<file path="config.mk">
export PLATFORM = sky130hd
export DESIGN_NAME = instruction_fetch
export DESIGN_NICKNAME = d
export VERILOG_FILES = /design/src/rtl/cpu_pkg.sv /design/src/rtl/fetch_fifo.sv /design/src/rtl/instruction_fetch.sv
export SDC_FILE = /design/constraint.sdc
export NUM_CORES = 1
export LEC_CHECK = 0
export BUFFER_PORTS_ARGS = -buffer_cell sky130_fd_sc_hd__clkbuf_2
export CORE_UTILIZATION = 35
export DETAILED_ROUTE_END_ITERATION = 10
export GPL_ROUTABILITY_DRIVEN = 0
export PLACE_DENSITY = 0.52
export SLEW_MARGIN = 10
export SYNTH_ARGS = -nofsm -noshare
export SYNTH_HDL_FRONTEND = slang
export SYNTH_HIERARCHICAL = 1
export SYNTH_SLANG_ARGS = --single-unit
</file>
<file path="constraint.sdc">
create_clock -name sysclk -period 7.9 [get_ports sysclk]
set_clock_uncertainty 0.15 [all_clocks]
set_input_delay 1.975 -clock sysclk [delete_from_list [all_inputs] [get_ports sysclk]]
set_output_delay 1.975 -clock sysclk [all_outputs]
set_load 0.02 [all_outputs]
</file>
<file path="src/rtl/cpu_pkg.sv">
// rtl/cpu_pkg.sv - shared fetch-path types and instruction ROM image
//
// Purpose: widths, word types and the fetch entry carried from fetch to decode.
// rom_image() defines the contents of the instruction ROM: word = {addr, ~addr}.
package cpu_pkg;

  localparam int ADDR_W  = 8;
  localparam int INSTR_W = 16;

  typedef logic [ADDR_W-1:0]  pc_t;
  typedef logic [INSTR_W-1:0] instr_t;

  typedef struct packed {
    instr_t instr;
    pc_t    pc;
  } fetch_entry_t;

  function automatic instr_t rom_image(input pc_t a);
    return {a, ~a};
  endfunction

endpackage

</file>
<file path="src/rtl/fetch_fifo.sv">
// rtl/fetch_fifo.sv - synchronous FIFO of fetch entries with flush
//
// Purpose: buffers fetched {instr, pc} entries ahead of decode.
// Ports:
//   i_clk    clock, all state on posedge
//   i_rst_n  synchronous active-low reset (clears storage, pointers, count)
//   i_flush  drops all entries (pointers/count to 0), priority over push/pop
//   i_push   write i_data at the tail; caller guarantees a free slot
//   i_data   entry to write
//   i_pop    advance the head; ignored while empty
//   o_head   entry at the head
//   o_count  number of stored entries
module fetch_fifo
  import cpu_pkg::*;
#(
  parameter int DEPTH = 3,
  parameter int CNT_W = $clog2(DEPTH + 1)
) (
  input  logic             i_clk,
  input  logic             i_rst_n,
  input  logic             i_flush,
  input  logic             i_push,
  input  fetch_entry_t     i_data,
  input  logic             i_pop,
  output fetch_entry_t     o_head,
  output logic [CNT_W-1:0] o_count
);

  localparam int PTR_W = $clog2(DEPTH);

  fetch_entry_t     r_mem [DEPTH];
  logic [PTR_W-1:0] r_rd_ptr;
  logic [PTR_W-1:0] r_wr_ptr;
  logic [CNT_W-1:0] r_count;
  logic             w_pop;

  // Pointers wrap at DEPTH, which need not be a power of two.
  function automatic logic [PTR_W-1:0] ptr_inc(input logic [PTR_W-1:0] p);
    return (p == PTR_W'(DEPTH - 1)) ? '0 : p + PTR_W'(1);
  endfunction

  assign w_pop = i_pop & (r_count != '0);

  always_ff @(posedge i_clk) begin
    if (!i_rst_n) begin
      r_rd_ptr <= '0;
      r_wr_ptr <= '0;
      r_count  <= '0;
      // Cleared so the head reads as zero straight out of reset.
      for (int i = 0; i < DEPTH; i++) begin
        r_mem[i] <= '0;
      end
    end else if (i_flush) begin
      r_rd_ptr <= '0;
      r_wr_ptr <= '0;
      r_count  <= '0;
    end else begin
      if (i_push) begin
        r_mem[r_wr_ptr] <= i_data;
        r_wr_ptr        <= ptr_inc(r_wr_ptr);
      end
      if (w_pop) begin
        r_rd_ptr <= ptr_inc(r_rd_ptr);
      end
      case ({i_push, w_pop})
        2'b10:   r_count <= r_count + CNT_W'(1);
        2'b01:   r_count <= r_count - CNT_W'(1);
        default: r_count <= r_count;
      endcase
    end
  end

  assign o_head  = r_mem[r_rd_ptr];
  assign o_count = r_count;

endmodule

</file>
<file path="src/rtl/instruction_fetch.sv">
// rtl/instruction_fetch.sv - fetch stage: PC in, {instr, pc} out to decode
//
// Purpose: registers ROM[pc_in] into stage S1 on accept, then retires S1 into an
// output FIFO that absorbs decode back-pressure. A FIFO slot is reserved for the
// S1 entry before accepting, so pc_ready never depends on instr_ready.
// Ports:
//   sysclk       clock
//   rst_n        synchronous active-low reset
//   pc_in        fetch address           pc_valid / pc_ready   accept handshake
//   flush        drop S1 and FIFO contents (fetch_count kept)
//   instr_out    head instruction        instr_pc              head PC
//   instr_valid  head entry valid        instr_ready           decode pops head
//   fetch_count  pops delivered, 16-bit wrapping
module instruction_fetch
  import cpu_pkg::*;
#(
  parameter int FIFO_DEPTH = 3
) (
  input  logic               sysclk,
  input  logic               rst_n,
  input  logic [ADDR_W-1:0]  pc_in,
  input  logic               pc_valid,
  output logic               pc_ready,
  input  logic               flush,
  output logic [INSTR_W-1:0] instr_out,
  output logic [ADDR_W-1:0]  instr_pc,
  output logic               instr_valid,
  input  logic               instr_ready,
  output logic [15:0]        fetch_count
);

  localparam int CNT_W    = $clog2(FIFO_DEPTH + 1);
  localparam int ROM_SIZE = 2 ** ADDR_W;

  instr_t           w_rom [ROM_SIZE];
  logic             r_s1_valid;
  fetch_entry_t     r_s1_entry;
  logic [CNT_W-1:0] w_count;
  logic [CNT_W:0]   w_occupancy;
  fetch_entry_t     w_head;
  logic             w_acc;
  logic             w_pop;
  logic [15:0]      r_fetch_count;

  for (genvar g = 0; g < ROM_SIZE; g++) begin : g_rom
    assign w_rom[g] = rom_image(pc_t'(g));
  end

  // Buffered entries plus the one in flight in S1 must leave room for a new accept.
  assign w_occupancy = {1'b0, w_count} + {{CNT_W{1'b0}}, r_s1_valid};
  assign pc_ready    = rst_n & ~flush & (w_occupancy < (CNT_W + 1)'(FIFO_DEPTH));
  assign w_acc       = pc_valid & pc_ready;

  assign instr_valid = (w_count != '0);
  assign w_pop       = instr_valid & instr_ready;

  // One-cycle synchronous ROM read into S1.
  always_ff @(posedge sysclk) begin
    if (!rst_n || flush) begin
      r_s1_valid <= 1'b0;
    end else begin
      r_s1_valid <= w_acc;
    end
    if (w_acc) begin
      r_s1_entry <= '{instr: w_rom[pc_in], pc: pc_in};
    end
  end

  fetch_fifo #(
    .DEPTH (FIFO_DEPTH),
    .CNT_W (CNT_W)
  ) u_fifo (
    .i_clk   (sysclk),
    .i_rst_n (rst_n),
    .i_flush (flush),
    .i_push  (r_s1_valid),
    .i_data  (r_s1_entry),
    .i_pop   (w_pop),
    .o_head  (w_head),
    .o_count (w_count)
  );

  // A pop coinciding with flush is discarded, so it is not counted.
  always_ff @(posedge sysclk) begin
    if (!rst_n) begin
      r_fetch_count <= '0;
    end else if (w_pop && !flush) begin
      r_fetch_count <= r_fetch_count + 16'd1;
    end
  end

  assign instr_out   = w_head.instr;
  assign instr_pc    = w_head.pc;
  assign fetch_count = r_fetch_count;

endmodule

</file>
== Word level (Yosys, flattened, before mapping) ==
Memory sizes are Yosys's and may differ from the RTL's. A register that Yosys moved wholly into a read port is not among the register bits.
Cells that the tools add are included.
Storage, ports and cells
  bits in registers: 31
  memory bits (writable): 72
  memory bits (read-only): 4096
  input bits: 13
  output and inout port bits: 42
  logic and storage cells: 48
  memories kept: 2
Cells by class
  add/subtract/negate cells: 6
  $lt $le $gt $ge: 1
  equal/unequal tests: 4
  muxes and demuxes: 13
  bitwise logic cells: 8
  reductions and logical operators: 8
Memories
  (name not given): depth 256, width 16, read ports 1, clocked after memory_dff 1, write ports 0, RTL line instruction_fetch.sv:65  | r_s1_entry <= '{instr: w_rom[pc_in], pc: pc_in};
  u_fifo.r_mem: depth 3, width 24, read ports 1, clocked after memory_dff 1, write ports 3, RTL line fetch_fifo.sv:31  | fetch_entry_t r_mem [DEPTH];
Operator list (number)
  $mux 24: 1
  $reduce_or 24->1: 1
  $add 16x1->16 const B: 1
  $mux 2: 5
  $not 8->9: 1
  $add 2x1->2 const B: 3
  $eq 2x2->1 const B: 3
  $mux 1: 6
  $and 1x1->1: 5
  $pmux 2 s2: 1
  $reduce_bool 2->1: 2
  $add 2x1->3: 1
  $lt 3x2->1 const B: 1
  $eq 2x1->1 const B: 1
  $logic_not 1->1: 2
  $not 1->1: 2
  $reduce_or 2->1: 1
  $sub 2x1->2 const B: 1
  $logic_and 1x1->1: 1
  $logic_or 1x1->1: 1

== Longest topological paths before layout ==
  depth in word-level cells: 6
  mapped depth: 8
  gate-level depth less buffers: 8

== Cells and area by module ==
The synthesis kept the hierarchy.
Modules (own cells, without submodules)
  fetch_fifo: instances 1, cells an instance 242, area an instance 4317.9 sq um, seq. area each 3042.9 sq um
  instruction_fetch: instances 1, cells an instance 121, area an instance 1337.5 sq um, seq. area each 820.8 sq um

== Least setup slack after synthesis ==
OpenSTA, ideal clock, no wires.
  path kind: input to output
  start point: input port flush
  end point: output port pc_ready
  arrival time: 3.395 ns
  setup slack: 2.380 ns
  stages on the path: 2
  path through: clkbuf_1 > a2111oi_0
Between the ends
  longest elaborated chain between the ends: 3
RTL lines
  from (decl): RTL line instruction_fetch.sv:24  | input logic flush,
  $not 1->1: RTL line instruction_fetch.sv:51  | assign pc_ready = rst_n & ~flush & (w_occupancy < (CNT_W + 1)'(FIFO_DEPTH));
  $and 1x1->1 (2 in a row): RTL line instruction_fetch.sv:51
  to (decl): RTL line instruction_fetch.sv:23  | output logic pc_ready,
Every way passes these cells.

== Worst setup path in the final report ==
  start point: input port rst_n
  end point: output port pc_ready
Between the ends
  longest elaborated chain between the ends: 2
RTL lines
  from (decl): RTL line instruction_fetch.sv:20  | input logic rst_n,
  $and 1x1->1 (2 in a row): RTL line instruction_fetch.sv:51
Every way passes these cells.

==> metrics.log <==
INFO  metric post_synth.cell_area_avg = 15.6 um2
INFO  metric hold_path.class = reg -> reg
INFO  metric cts-resized-gates = 0
INFO  metric timing.critical_path.fanout_max = 17
INFO  metric cap_violations = 0
INFO  metric mostFrequentLayoutCell = sky130_fd_sc_hd__edfxtp_1
INFO  metric synth_top_flop_cell = sky130_fd_sc_hd__edfxtp_1
INFO  metric startpoint_of_the_most_critical_hold_path = r_s1_entry[8]
INFO  metric crit_start = rst_n
INFO  metric vias = 3030
INFO  metric cellPowerDensity = 244 nW/um2
INFO  metric setup_total_negative_slack = 0 ns
INFO  metric timing.critical_path.slowest_stage_cell = sky130_fd_sc_hd__a2111oi_0
INFO  metric clkSlewWorstSetupHoldPaths = 0.05 ns
INFO  metric timing.critical_path.mode_cell = sky130_fd_sc_hd__clkbuf_2
INFO  metric finalHoldViolCount = 0
INFO  metric worst_setup_path_end_kind = output port
INFO  metric die_area = 16700 um2
INFO  metric setup_viol = 0
INFO  metric num-nets-final = 440
INFO  metric grt_setup_unrepaired = false
INFO  metric detailed_route_wire_length = 10900 um
INFO  metric ys_warn_count = 6
INFO  metric clkSinkCount = 137
INFO  metric io_pins = 55
INFO  metric crit_path_cell_trace = clkbuf_2 -> clkinv_1 -> a2111oi_0 -> clkbuf_2
INFO  metric synth_seq_area_share = 68.3%
INFO  metric criticalPathCategory = in -> out
INFO  metric detail_route.first_pass.iterations = 4
INFO  metric fin_cells = 652
INFO  metric initial_core_util = 35.7%
INFO  metric first_pass_grt_wire_length = 17000 um
INFO  metric grt.total_usage = 14.2%
INFO  metric chipHeight = 129 um
INFO  metric number_of_global_route_vias_before_repair = 3123
INFO  metric pin_count_of_the_biggest_net_entering_global_routing = 27
INFO  metric postRouteAntennaNets = 0
INFO  metric r2r-start = u_fifo/o_count[0]
INFO  metric route.detailed.drc = 0
INFO  metric htree_num_levels = 4
INFO  metric floorplan.rows = 46
INFO  metric cts-root-to-sink-buffers = 2
INFO  metric asyncSetResetFlopFracSynth = 0%
INFO  metric ir_drop = 0.128 mV
INFO  metric report.final.slew_viol_count = 0
INFO  metric layout-area-overhead-vs-synth = 19.2%
INFO  metric detail_route.vias_per_cell = 4.65
INFO  metric coreArea = 15800 um2
INFO  metric wl_per_cell = 16.7 um
INFO  metric crit_path_start_kind = input port
INFO  metric slew-limit-headroom = 31.2%
INFO  metric arrival = 3.49 ns
INFO  metric layout_common_cells = 112 x sky130_fd_sc_hd__edfxtp_1, 74 x sky130_fd_sc_hd__and2_1, 54 x sky130_fd_sc_hd__clkbuf_2
INFO  metric netlist-cell-type-count = 42
INFO  metric required = 5.78 ns
INFO  metric netlist_area = 5660 um2
INFO  metric synth_top_area_share = 59.5%
INFO  metric max_slew.worst_pin.slew = 1.03 ns
INFO  metric power.leakage = 2.41 nW
INFO  metric numCtsBuffers = 17
INFO  metric synth_top_cells_by_area = sky130_fd_sc_hd__edfxtp_1 59%, sky130_fd_sc_hd__mux4_2 9.6%, sky130_fd_sc_hd__dfxtp_1 8.8%, sky130_fd_sc_hd__and2_1 8.2%, sky130_fd_sc_hd__xnor2_1 1.1%
INFO  metric number_of_cells_after_detailed_placement = 620
INFO  metric overflow = 0
INFO  metric cts_root_buf = sky130_fd_sc_hd__clkbuf_16
INFO  metric drive_above_1_share = 28.9%
INFO  metric maxClockFrequency = 0.178 GHz
INFO  metric synth-seq-cells = 137
INFO  metric final_min_period_over_clock_period = 71.1%
INFO  metric final_period_minus_worst_setup_slack = 5.61 ns
INFO  metric cts_tree = built
INFO  metric cts_hold_repair_buffers = 0
INFO  metric synth_area_leader_cell = sky130_fd_sc_hd__edfxtp_1
INFO  metric detail_route.iter0.violations = 120
INFO  metric insertedDiodeCount = 0
INFO  metric status = finished, final reports clean
INFO  metric chipWidth = 129 um
INFO  metric io_buffer_count = 54
INFO  metric synth_enable_flop_cells = 112
INFO  metric clock_latency = 0.41 ns
INFO  metric hpwl = 6350 um
INFO  metric antenna_found_initial = 0
INFO  metric postSynthNetCount = 380
INFO  metric timing.critical_path.slowest_cell_delay = 0.63 ns
INFO  metric synth_cells = 363
INFO  metric post_cts_buffers = 0
==> cells in the mapped netlist (2+ instances only) <==
cell type and instances:
sky130_fd_sc_hd__buf_2 3, sky130_fd_sc_hd__nor2_1 10, sky130_fd_sc_hd__clkbuf_2 2, sky130_fd_sc_hd__buf_6 2, sky130_fd_sc_hd__o21ai_0 8, sky130_fd_sc_hd__xnor2_1 7
sky130_fd_sc_hd__buf_4 4, sky130_fd_sc_hd__mux4_2 24, sky130_fd_sc_hd__edfxtp_1 112, sky130_fd_sc_hd__nand3_1 4, sky130_fd_sc_hd__or3_1 8, sky130_fd_sc_hd__or4_1 3
sky130_fd_sc_hd__a21oi_1 12, sky130_fd_sc_hd__and2_1 74, sky130_fd_sc_hd__clkbuf_1 4, sky130_fd_sc_hd__dfxtp_1 25, sky130_fd_sc_hd__nand2_1 11, sky130_fd_sc_hd__nand2b_1 3
sky130_fd_sc_hd__nor3_4 2, sky130_fd_sc_hd__o21ai_1 2, sky130_fd_sc_hd__inv_1 13, sky130_fd_sc_hd__o31ai_1 3, sky130_fd_sc_hd__ha_1 4, sky130_fd_sc_hd__xor2_1 2
sky130_fd_sc_hd__nor4_1 3, sky130_fd_sc_hd__or2_2 2
==> registers in the layout, indices dropped and copies added, names as in the netlist, named ones only <==
| register | count |
|---|---|
| u_fifo/r_mem | 96 |
| fetch_count | 16 |
| r_s1_entry | 16 |
| u_fifo/o_count | 2 |
| u_fifo/r_rd_ptr | 2 |
| u_fifo/r_wr_ptr | 2 |
| r_s1_valid | 1 |
==> logic make-up after synthesis <==
family / Yosys count / share of synthesized area [%]
compound gates: 28 / 2.74
xor+xnor: 9 / 1.39
fa+ha+maj: 4 / 0.885
buf+inv: 30 / 2.63
flops: 137 / 68.3
mux: 24 / 9.56
simple gates: 131 / 14.5
==> where the power goes <==
group	internal [mW]	switching (mW)	leakage (nW)
clock network	0.504	0.292	0.282
logic	0.0161	0.0304	0.819
registers	0.796	0.00739	1.31
==> critical path: cells and delay by family <==
kind                   cells  cell delay [ns]
buffers and inverters      3             0.88
AOI/OAI and AO/OA          1             0.63
==> per-layer routing <==
| metal | vias to the layer above | part of all wire (%) | wire, um | GRT usage [%] |
|---|---|---|---|---|
| met5 | - | 0 | 0 | 0 |
| li1 | 1465 | - | - | - |
| met4 | 0 | 0.81 | 88 | 4.78 |
| met3 | 7 | 3.7 | 401 | 4.42 |
| met2 | 48 | 52 | 5620 | 24.2 |
| met1 | 1510 | 44 | 4800 | 17.0 |
==> path summary, 6_finish.rpt <==
check,end,slack (ns),depth (start not counted)
worst max-delay path,pc_ready,2.29,4
worst min-delay path,u_fifo/r_mem[3][8],0.34,0
worst max register to register,r_s1_entry[22],5.14,4
worst min register to register,u_fifo/r_mem[3][8],0.34,0
==> stage by stage <==
stage          setup slack, ns  instance area [um2]  hold slack [ns]  utilization, %  power [mW]
2_1_floorplan             2.38                 5660            0.297               -       0.845
3_3_place_gp              2.31                 6140            0.313            38.8       0.865
3_5_place_dp              2.26                 6140            0.322            38.8       0.867
4_1_cts                   2.25                 6740            0.337            42.6        1.67
5_1_grt                   2.03                 6740            0.356            42.6        1.70
6_report                  2.29                 6740            0.337            42.6        1.64
==> layout make-up <==
cell class	count	area, um2
inverter	14	52.6
sequential	137	3860
clock buffer	20	447
tap	216	270
clock inverter	12	153
multi-input combinational	196	1660
fill	1432	9090
timing repair buffer	57	293
No activity file was read; power rests on OpenSTA's default activity.
